--- config.mk ---
export PLATFORM = sky130hd
export DESIGN_NAME = imm_gen_pipe
export DESIGN_NICKNAME = d
export VERILOG_FILES = /design/src/rtl/imm_gen_pipe.sv
export SDC_FILE = /design/constraint.sdc
export NUM_CORES = 1
export LEC_CHECK = 0
export ABC_AREA = 1
export CAP_MARGIN = 0
export CORE_ASPECT_RATIO = 0.8
export CORE_MARGIN = 8
export CORE_UTILIZATION = 25
export CTS_CLUSTER_DIAMETER = 30
export DETAILED_ROUTE_END_ITERATION = 8
export GPL_TIMING_DRIVEN = 0
export SYNTH_ARGS = -nofsm -noshare
export SYNTH_HDL_FRONTEND = slang
export SYNTH_SLANG_ARGS = --single-unit
--- constraint.sdc ---
create_clock -name clk -period 5.1 [get_ports clk]
set_input_delay 1.02 -clock clk [delete_from_list [all_inputs] [get_ports clk]]
set_output_delay 1.02 -clock clk [all_outputs]
set_load 0.03 [all_outputs]
--- src/rtl/imm_gen_pipe.sv ---
// imm_gen_pipe: RV64I immediate decoder feeding a small output queue.
// Decode happens at enqueue; the queue head drives the outputs directly.
module imm_gen_pipe #(
  parameter int XLEN  = 64,
  parameter int DEPTH = 2,
  parameter int CNT_W = 16
) (
  input  logic                     clk,
  input  logic                     rst_n,
  input  logic                     flush,
  input  logic                     in_valid,
  output logic                     in_ready,
  input  logic [31:0]              instruction,
  output logic                     out_valid,
  input  logic                     out_ready,
  output logic [XLEN-1:0]          imm,
  output logic [2:0]               fmt,
  output logic                     illegal,
  output logic [$clog2(DEPTH):0]   count,
  output logic [CNT_W-1:0]         err_cnt
);

  localparam int AW = $clog2(DEPTH);
  localparam int CW = AW + 1;

  if (XLEN != 32 && XLEN != 64) begin : g_bad_xlen
    $error("imm_gen_pipe: XLEN must be 32 or 64");
  end
  if (DEPTH < 2 || (DEPTH & (DEPTH - 1)) != 0) begin : g_bad_depth
    $error("imm_gen_pipe: DEPTH must be a power of two >= 2");
  end

  typedef struct packed {
    logic [XLEN-1:0] imm;
    logic [2:0]      fmt;
    logic            ill;
  } ent_t;

  ent_t              mem [DEPTH];
  ent_t              dec;
  ent_t              head;
  logic [AW-1:0]     wptr;
  logic [AW-1:0]     rptr;
  logic              rdy_q;
  logic              push;
  logic              pop;
  logic [31:0]       i;
  logic [6:0]        op;
  logic signed [31:0] v;
  logic is_r, is_i, is_s, is_b, is_u, is_j;

  assign i  = instruction;
  assign op = i[6:0];

  assign is_r = op inside {7'b0110011, 7'b0111011};
  assign is_i = op inside {7'b0010011, 7'b0011011,
                           7'b0000011, 7'b1100111};
  assign is_s = (op == 7'b0100011);
  assign is_b = (op == 7'b1100011);
  assign is_u = op inside {7'b0110111, 7'b0010111};
  assign is_j = (op == 7'b1101111);

  always_comb begin
    dec = '0;
    v   = '0;
    unique case (1'b1)
      is_r: dec.fmt = 3'd0;
      is_i: begin
        dec.fmt = 3'd1;
        v = {{20{i[31]}}, i[31:20]};
      end
      is_s: begin
        dec.fmt = 3'd2;
        v = {{20{i[31]}}, i[31:25], i[11:7]};
      end
      is_b: begin
        dec.fmt = 3'd3;
        v = {{19{i[31]}}, i[31], i[7],
             i[30:25], i[11:8], 1'b0};
      end
      is_u: begin
        dec.fmt = 3'd4;
        v = {i[31:12], 12'b0};
      end
      is_j: begin
        dec.fmt = 3'd5;
        v = {{11{i[31]}}, i[31], i[19:12],
             i[20], i[30:21], 1'b0};
      end
      default: begin
        dec.fmt = 3'd7;
        dec.ill = 1'b1;
      end
    endcase
    // signed size cast sign-extends from bit 31
    dec.imm = XLEN'(v);
  end

  assign out_valid = (count != '0);
  assign in_ready  = rdy_q && (count < CW'(DEPTH));
  assign push      = in_valid && in_ready && !flush;
  assign pop       = out_valid && out_ready && !flush;

  always_ff @(posedge clk or negedge rst_n) begin
    if (!rst_n) begin
      rdy_q   <= 1'b0;
      wptr    <= '0;
      rptr    <= '0;
      count   <= '0;
      err_cnt <= '0;
    end else begin
      rdy_q <= 1'b1;
      if (flush) begin
        wptr  <= '0;
        rptr  <= '0;
        count <= '0;
      end else begin
        if (push) wptr <= wptr + 1'b1;
        if (pop)  rptr <= rptr + 1'b1;
        count <= count + CW'(push) - CW'(pop);
      end
      if (push && dec.ill && err_cnt != '1)
        err_cnt <= err_cnt + 1'b1;
    end
  end

  always_ff @(posedge clk) begin
    if (push) mem[wptr] <= dec;
  end

  assign head    = mem[rptr];
  assign imm     = out_valid ? head.imm : '0;
  assign fmt     = out_valid ? head.fmt : 3'd0;
  assign illegal = out_valid ? head.ill : 1'b0;

endmodule

==> results of run 1 <==
[per-stage QoR]
step           std cells  utilization [%]  hold WS [ns]  total power, mW  worst slack (ns)
4_1_cts              932             35.8         0.561             2.05             0.796
3_5_place_dp         916             34.3         0.543             1.42              1.16
5_1_grt              932             35.8         0.600             2.12             0.660
3_3_place_gp         913             33.8         0.505             1.41            0.0351
6_report             932             35.8         0.552             2.03             0.868
2_1_floorplan        531                -         0.481             1.18              1.10
[metal layers]
layer  global-route usage [%]  vias up  part of all wire, %
li1                         -     2031                    -
met3                     3.40        7                  8.8
met5                        0        -                    0
met1                     15.4     1836                   47
met4                     3.38        0                  1.1
met2                     17.3      121                   43
[cells in the mapped netlist]
master / number
a21oi_1: 48
and2_1: 1
buf_1: 2
buf_2: 5
buf_4: 32
buf_6: 3
clkbuf_1: 9
conb_1: 1
dfrtp_1: 21
edfxtp_1: 72
ha_1: 3
inv_1: 32
inv_2: 5
nand2_1: 173
nand2_2: 2
nand2_4: 2
nand3_1: 24
nand3_2: 4
nand3_4: 1
nand4_1: 29
nor2_1: 33
nor2_2: 3
nor2_4: 6
nor3_1: 2
nor3_2: 1
o21ai_0: 7
o22ai_1: 2
xnor2_1: 4
xor2_1: 4
[worst min-delay path by stage]
stage,endpoint,slack [ns]
after floorplan,wptr,0.48
after global placement,wptr,0.50
after detailed placement,err_cnt[14],0.54
after CTS,err_cnt[14],0.56
after global routing,err_cnt[14],0.60
final,err_cnt[14],0.55
[power groups by stage]
stage          Clock [mW]  Sequential (mW)  Combinational (mW)
2_1_floorplan           0            0.910               0.269
3_3_place_gp            0            0.887               0.524
3_5_place_dp            0            0.885               0.534
4_1_cts             0.649            0.870               0.534
5_1_grt             0.681            0.876               0.565
6_report            0.637            0.870               0.526
[critical path, delay by kind of cell, from the launching register on]
kind                   cells  cell delay, ns
AOI/OAI and AO/OA          1            0.47
buffers and inverters      5            1.94
DFF                        1            0.32
and+or+nand+nor            1            0.13
[kinds of logic after synthesis]
family,share of synthesized area (%)
XOR/XNOR,1.45
buffers and inverters,9.89
adder cells (fa/ha/maj),0.775
AND/OR/NAND/NOR,26.4
other,0.0774
AO/OA/AOI/OAI,5.94
flip-flops,55.5
[cell usage in the layout (no fill, tap or decap), types with 5 or more instances in the layout]
cell | netlist | final
nand2_1 | 173 | 173
clkdlybuf4s50_1 | 0 | 124
edfxtp_1 | 72 | 72
a21oi_1 | 48 | 47
inv_1 | 32 | 32
buf_4 | 32 | 32
nor2_1 | 33 | 31
nand4_1 | 29 | 29
nand3_1 | 24 | 24
dfrtp_1 | 21 | 21
clkbuf_1 | 9 | 9
clkbuf_16 | 0 | 9
nor2_4 | 6 | 8
o21ai_0 | 7 | 7
inv_2 | 5 | 5
buf_2 | 5 | 5
[state kept, by name, indices dropped and copies added, names as in the netlist]
name and count:
wptr 1, mem 72, rdy_q 1, err_cnt 16, count 2, rptr 1
[area by class of cell]
type | count | area [um2]
Multi-Input combinational cell | 350 | 1700
Clock inverter | 7 | 58.8
Fill cell | 1932 | 12200
Inverter | 37 | 139
Timing Repair Buffer | 127 | 1320
Buffer | 51 | 340
Clock buffer | 9 | 225
Tap cell | 258 | 323
Sequential cell | 93 | 2690
==> results.yml, run 1 <==
run_status:
  status: "complete, no violations"
die:
  pin_count: 125
  core-area_um2: 19000
  dieArea_um2: 24100
  fp-row-count: 45
  fp.dieW_um: 172
  fp.dieH_um: 141
  start_util_pct: 25.5
setup_path:
  timing.rr.end: "count[1]"
  critPathKind: "reg -> out"
  reg2reg_depth: 9
  crit_path_start_kind: "flip-flop"
  worst_path_max_delay_cell: "clkdlybuf4s50_1"
  endpoint_kind: "output port"
  crit_path_start: "rptr"
  worstPathMaxFanout: 25
  r2r_start: "count[1]"
  cpMostUsedCell: "clkbuf_1"
  critical_path_arrival_ns: 3.21
  worstPathCellList: "clkbuf_1 -> clkbuf_1 -> nand2_1 -> a21oi_2 -> buf_16 -> buf_4 -> clkdlybuf4s50_1"
  ff2ff_setup_slack_ns: 2.79
  crit_end: "imm[58]"
  crit_required_ns: 4.08
  critPathMaxStageDelay_ns: 0.67
synth:
  yosysTopAreaCellShare_pct: 44.6
  ys_ff_latch: 93
  yosysTopAreaCell: "edfxtp_1"
  netlist_top_cells_area: "edfxtp_1 (45%), nand2_1 (13%), dfrtp_1 (11%)"
  synthDistinctLibCells: 29
  syn_area_per_cell_um2: 9.13
  syn_area_um2: 4850
  syn_nets: 571
  yosys_warnings: 0
  ys_seq_area_share_pct: 55.5
  synthCells: 531
pwr:
  pwr-share-clk_pct: 31.3
  leakagePower_nw: 2.80
  pwr-share-seq_pct: 42.8
  intPower_mw: 1.39
  cellPowerDensity_nw_per_um2: 299
  ir_drop_v: 0.000137
  p_sw_share_pct: 31.6
  power_switching_uw: 642
  combPwrFrac_pct: 25.9
placement:
  dp_hpwl_mm: 10.4
  placed_cell_area_um2: 6500
  gp_congestion: 0.800
  port_buffers: 124
cts:
  cts_resized: 0
  cts.sinks: 93
  cts_tree: "done"
  clkLatencyLatePin_ns: 0.34
  ctsHoldBuffers: 0
  cts_made_buffers: 9
  cts_setup_buffers: 0
  clockBufferDepth: 2
  clk_pin_slew_ns: 0.07
  clockRootBuffer: "clkbuf_16"
  cts_max_level: 3
detailed_routing:
  final_antenna_net_count: 0
  viasPerCell: 4.29
  drtPass1Iterations: 5
  vias: 3995
  drt-total-wl_mm: 13.8
  drc: 0
  wl_per_cell_um: 14.9
  drt_iter0_markers: 306
global_route:
  grt_max_degree: 29
  grt_pass1_vias: 3693
  grt_overflow: 0
  grt_pass1_wl_mm: 21.2
  globalRouteTotalUtil_pct: 11.4
  antenna_found_initial: 0
final_layout:
  fin_area_um2: 6790
  final_nets: 709
  num_antenna_cells: 0
  drive_gt1_share_pct: 12.6
  area_growth_pct: 40.1
sta:
  tightest_slew_ns: 1.04
  finClkSkew_ns: 0.00748
  rsz0062_at_grt: "false"
  post-route-min-period_ns: 4.23
  fmax_mhz: 236
  post-route-period-util_pct: 83.0
  slew_violations: 0
  hold_viol: 0
  final-setup-viol-count: 0
  relSlewSlack_pct: 30.5
  tns_ns: 0
min_path:
  hold_start: "err_cnt[14]"
  min_path_type: "reg -> reg"
  hold_depth: 2
flow_run:
  max_cap_violations: 0
No activity file was read; power rests on OpenSTA's default activity.
==> inputs of run 2 (changes only) <==
clock period = 4.1 ns   (was 5.1 ns; I/O delays follow)
==> results.yml, run 2 (synthesis results as in run 1) <==
die:
  dieArea_um2: 24100
  core-area_um2: 19000
  fp-row-count: 45
  fp.dieH_um: 141
  start_util_pct: 25.5
  fp.dieW_um: 172
  pin_count: 125
setup_path:
  worstPathMaxFanout: 25
  endpoint_kind: "output port"
  critPathBufInv: 6
  cp_top_family: "buffers and inverters"
  worst_path_max_delay_cell: "clkdlybuf4s50_1"
  crit_required_ns: 3.28
  worstPathCellList: "clkbuf_1 -> inv_1 -> clkbuf_1 -> nand2_1 -> a21oi_4 -> buf_16 -> buf_4 -> clkdlybuf4s50_1"
  critPathKind: "reg -> out"
  critical_path_arrival_ns: 3.02
  cpMostUsedCell: "clkbuf_1"
  critPathMaxStageDelay_ns: 0.67
  crit_path_start_kind: "flip-flop"
  ff2ff_setup_slack_ns: 1.86
pwr:
  ir_drop_v: 0.000171
  cellPowerDensity_nw_per_um2: 372
  pwr-share-seq_pct: 42.8
  intPower_mw: 1.73
  combPwrFrac_pct: 25.9
  finalPower_mw: 2.53
  p_sw_share_pct: 31.6
  leakagePower_nw: 2.81
  pwr-share-clk_pct: 31.2
  power_switching_uw: 799
detailed_routing:
  drt_iter0_markers: 299
  wl_met1_mm: 6.51
  drt-total-wl_mm: 13.8
  drc: 0
  vias: 4012
  highest_layer: "met4"
  dr_wl_met2_mm: 5.99
  drtPass1Iterations: 5
  final_antenna_net_count: 0
  wl_met3_mm: 1.19
  viasPerCell: 4.30
  wl_per_cell_um: 14.9
placement:
  port_buffers: 124
  gp_congestion: 0.800
  dp_hpwl_mm: 10.4
  placed_cell_area_um2: 6500
sta:
  hold_viol: 0
  fmax_mhz: 260
  post-route-min-period_ns: 3.84
  slew_violations: 0
  relSlewSlack_pct: 30.4
  post-route-period-util_pct: 93.7
  tightest_slew_ns: 1.04
  finClkSkew_ns: 0.00746
  rsz0062_at_grt: "false"
  tns_ns: 0
  final-setup-viol-count: 0
global_route:
  grt_overflow: 0
  grt_pass1_vias: 3689
  globalRouteTotalUtil_pct: 11.4
  antenna_found_initial: 0
  grt_max_degree: 29
  grt_pass1_wl_mm: 21.2
final_layout:
  num_antenna_cells: 0
  mostFrequentLayoutCells: "nand2_1 (173), clkdlybuf4s50_1 (124), edfxtp_1 (72)"
  drive_gt1_share_pct: 12.9
  fin_area_um2: 6800
  largest_reg_flops: 72
  largest-register: "mem"
  largest_registers: "mem x72, err_cnt x16, count x2"
  area_growth_pct: 40.3
  nFillCells: 1929
  mostFrequentLayoutCell: "nand2_1"
  final_nets: 709
cts:
  clk_pin_slew_ns: 0.07
  clockBufferDepth: 2
  cts_setup_buffers: 0
  clkLatencyLatePin_ns: 0.34
  cts_resized: 1
  ctsHoldBuffers: 0
  cts.sinks: 93
  cts_max_level: 3
  clockRootBuffer: "clkbuf_16"
  cts_made_buffers: 9
  cts_tree: "done"
flow_run:
  max_cap_violations: 0
min_path:
  min_path_type: "reg -> reg"
run_status:
  status: "complete, no violations"
## run 2: cell counts in the layout (fill, tap and decap cells not counted)
No cell type changed its count.
## run 2: area by class of cell
cell class | instances | area [um2] | area share [%]
Multi-Input combinational cell | 350 | 1710 | 25.1
Tap cell | 258 | 323 | 4.75
Timing Repair Buffer | 127 | 1320 | 19.4
Sequential cell | 93 | 2690 | 39.5
Clock buffer | 9 | 225 | 3.31
Clock inverter | 7 | 58.8 | 0.865
Inverter | 37 | 139 | 2.04
Buffer | 51 | 342 | 5.02
## run 2: power by group through the flow
stage               logic, mW  registers (mW)  clock network, mW
finish                  0.656            1.08              0.790
global route            0.705            1.09              0.847
CTS                     0.665            1.08              0.808
detailed placement      0.664            1.10                  0
global placement        0.652            1.10                  0
floorplan               0.335            1.13                  0
## run 2: path summary, 6_finish.rpt
path                                  start     endpoint  cells past startpoint
worst max-delay path                   rptr      imm[58]                      8
worst min-delay path            err_cnt[14]  err_cnt[14]                      2
worst max register to register     count[1]   mem[0][22]                      6
worst min register to register  err_cnt[14]  err_cnt[14]                      2
max in group asynchronous             rst_n         wptr                      1
min in group asynchronous             rst_n  err_cnt[12]                      1
## run 2: stage by stage
| stage | hold WS [ns] | utilization [%] | instances | setup slack (ns) |
|---|---|---|---|---|
| after detailed placement | 0.543 | 34.3 | 916 | 0.364 |
| final | 0.552 | 35.8 | 932 | 0.257 |
| after CTS | 0.561 | 35.8 | 932 | 0.0354 |
| after global placement | 0.505 | 33.8 | 913 | -0.765 |
| after floorplan | 0.481 | - | 531 | 0.302 |
| after global routing | 0.600 | 35.8 | 932 | 0.0331 |
## run 2: metal layers
| layer | vias up | track usage (%) |
|---|---|---|
| met3 | 7 | 3.40 |
| met5 | - | 0 |
| met4 | 0 | 3.38 |
| met1 | 1849 | 15.4 |
| li1 | 2034 | - |
| met2 | 122 | 17.3 |
## run 2: tightest hold or removal path: cells and delay by family, from the launching register on
kind	cells	cell delay [ns]
flops	1	0.40
simple gates	2	0.12
==> inputs of run 3 (changes only) <==
CORE_ASPECT_RATIO = 1.4   (was 0.8)
==> results.yml, run 3 (synthesis results as in run 1) <==
placement:
  dp_hpwl_mm: 10.6
  gp_congestion: 0.870
  port_buffers: 124
  placed_cells: 906
cts:
  clockRootBuffer: "clkbuf_16"
  clkLatencyLatePin_ns: 0.34
  cts_max_level: 3
  clk_pin_slew_ns: 0.07
  ctsHoldBuffers: 0
  cts.sinks: 93
  cts_made_buffers: 9
  cts_setup_buffers: 0
  cts_tree: "done"
  clockBufferDepth: 2
final_layout:
  multi_input_area_um2: 1700
  mostFrequentLayoutCells: "nand2_1 (173), clkdlybuf4s50_1 (124), edfxtp_1 (72)"
  largest_reg_flops: 72
  drive_gt1_share_pct: 12.6
  area_growth_pct: 40.2
  final_nets: 709
  largest-register: "mem"
  largest_registers: "mem x72, err_cnt x16, count x2"
  mostFrequentLayoutCell: "nand2_1"
  stdcell_count: 922
  num_antenna_cells: 0
  regArea_um2: 2690
  nFillCells: 1941
sta:
  post-route-period-util_pct: 94.7
  slew_violations: 0
  finClkSkew_ns: 0.00840
  rsz0062_at_grt: "false"
  relSlewSlack_pct: 26.2
  post-route-min-period_ns: 3.88
  final-setup-viol-count: 0
  tightest_slew_ns: 1.10
  tns_ns: 0
  hold_viol: 0
  fmax_mhz: 258
setup_path:
  crit_path_start_kind: "flip-flop"
  critPathKind: "reg -> out"
  crit_required_ns: 3.28
  endpoint_kind: "output port"
  worstPathMaxFanout: 26
  critical_path_arrival_ns: 3.06
detailed_routing:
  wl_per_cell_um: 15.2
  drt-total-wl_mm: 14.0
  drt_iter0_markers: 145
  drtPass1Iterations: 5
  vias: 4061
  viasPerCell: 4.40
  final_antenna_net_count: 0
  drc: 0
die:
  core-area_um2: 19100
  fp-row-count: 60
  start_util_pct: 25.3
  fp.dieH_um: 181
  fp.dieW_um: 134
  pin_count: 125
  dieArea_um2: 24200
pwr:
  cellPowerDensity_nw_per_um2: 384
  leakagePower_nw: 2.82
  ir_drop_v: 0.000247
flow_run:
  max_cap_violations: 0
run_status:
  status: "complete, no violations"
global_route:
  antenna_found_initial: 0
  grt_pass1_wl_mm: 21.8
  grt_overflow: 0
  grt_pass1_vias: 3995
  grt_max_degree: 31
  globalRouteTotalUtil_pct: 11.7
min_path:
  min_path_type: "reg -> reg"
-- run 3: cell types whose count changed in the layout (fill, tap and decap cells not counted), sizes merged --
| cell | previous run | this run |
|---|---|---|
| bufinv | 0 | 2 |
| clkinv | 2 | 4 |
| clkinvlp | 2 | 0 |
| inv | 40 | 38 |
-- run 3: power by group --
part	internal (mW)	total, mW	switching, mW	leakage, nW
Combinational	0.261	0.646	0.385	1.67
Clock	0.531	0.884	0.352	0.153
Sequential	1.05	1.08	0.0351	0.996
Total	1.84	2.61	0.773	2.82
-- run 3: metrics by stage --
step | area [um2] | setup slack, ns | power, mW | utilization, % | hold slack (ns)
4_1_cts | 6790 | 0.104 | 2.65 | 35.5 | 0.553
5_1_grt | 6800 | 0.00815 | 2.72 | 35.5 | 0.602
2_1_floorplan | 4850 | 0.302 | 1.47 | - | 0.481
3_3_place_gp | 6400 | -0.684 | 1.75 | 33.4 | 0.504
6_report | 6800 | 0.218 | 2.61 | 35.5 | 0.549
3_5_place_dp | 6480 | 0.498 | 1.76 | 33.8 | 0.538
-- run 3: worst max-delay path: stages, from the launching register on --
cell and delay [ns]:
dfrtp_1 0.42, nor2_1 0.65, clkbuf_1 0.51, a21oi_2 0.19, buf_8 0.21, buf_4 0.13
clkdlybuf4s50_1 0.59
-- run 3: final cells by class --
class                           count  area share, %
Sequential cell                    93           39.6
Multi-Input combinational cell    350           25.0
Timing Repair Buffer              127           19.2
Buffer                             51           5.05
Tap cell                          248           4.57
Clock buffer                        9           3.31
Inverter                           37           2.04
Clock inverter                      7           1.31
-- run 3: per-layer routing --
metal  track usage [%]  part of all wire, %
met5                 0                    0
met1              13.4                   41
met2              19.6                   48
met4              3.92                  1.5
met3              4.28                  9.1
-- run 3: worst paths after layout --
| kind | start | endpoint | slack [ns] | cells after the start |
|---|---|---|---|---|
| setup / recovery | count[1] | imm[49] | 0.22 | 6 |
| hold / removal | err_cnt[14] | err_cnt[14] | 0.55 | 2 |
| setup reg to reg | count[1] | mem[0][19] | 1.82 | 6 |
| hold reg to reg | err_cnt[14] | err_cnt[14] | 0.55 | 2 |
| max in group asynchronous | rst_n | rptr | 2.37 | 1 |
| min in group asynchronous | rst_n | err_cnt[12] | 1.07 | 1 |
-- run 3: what timing repair did --
action / 4_1_cts / 5_1_grt
gates resized for setup: 0 / 4
hold endpoints to repair: 0 / 0
endpoints found under the setup margin: 0 / 25
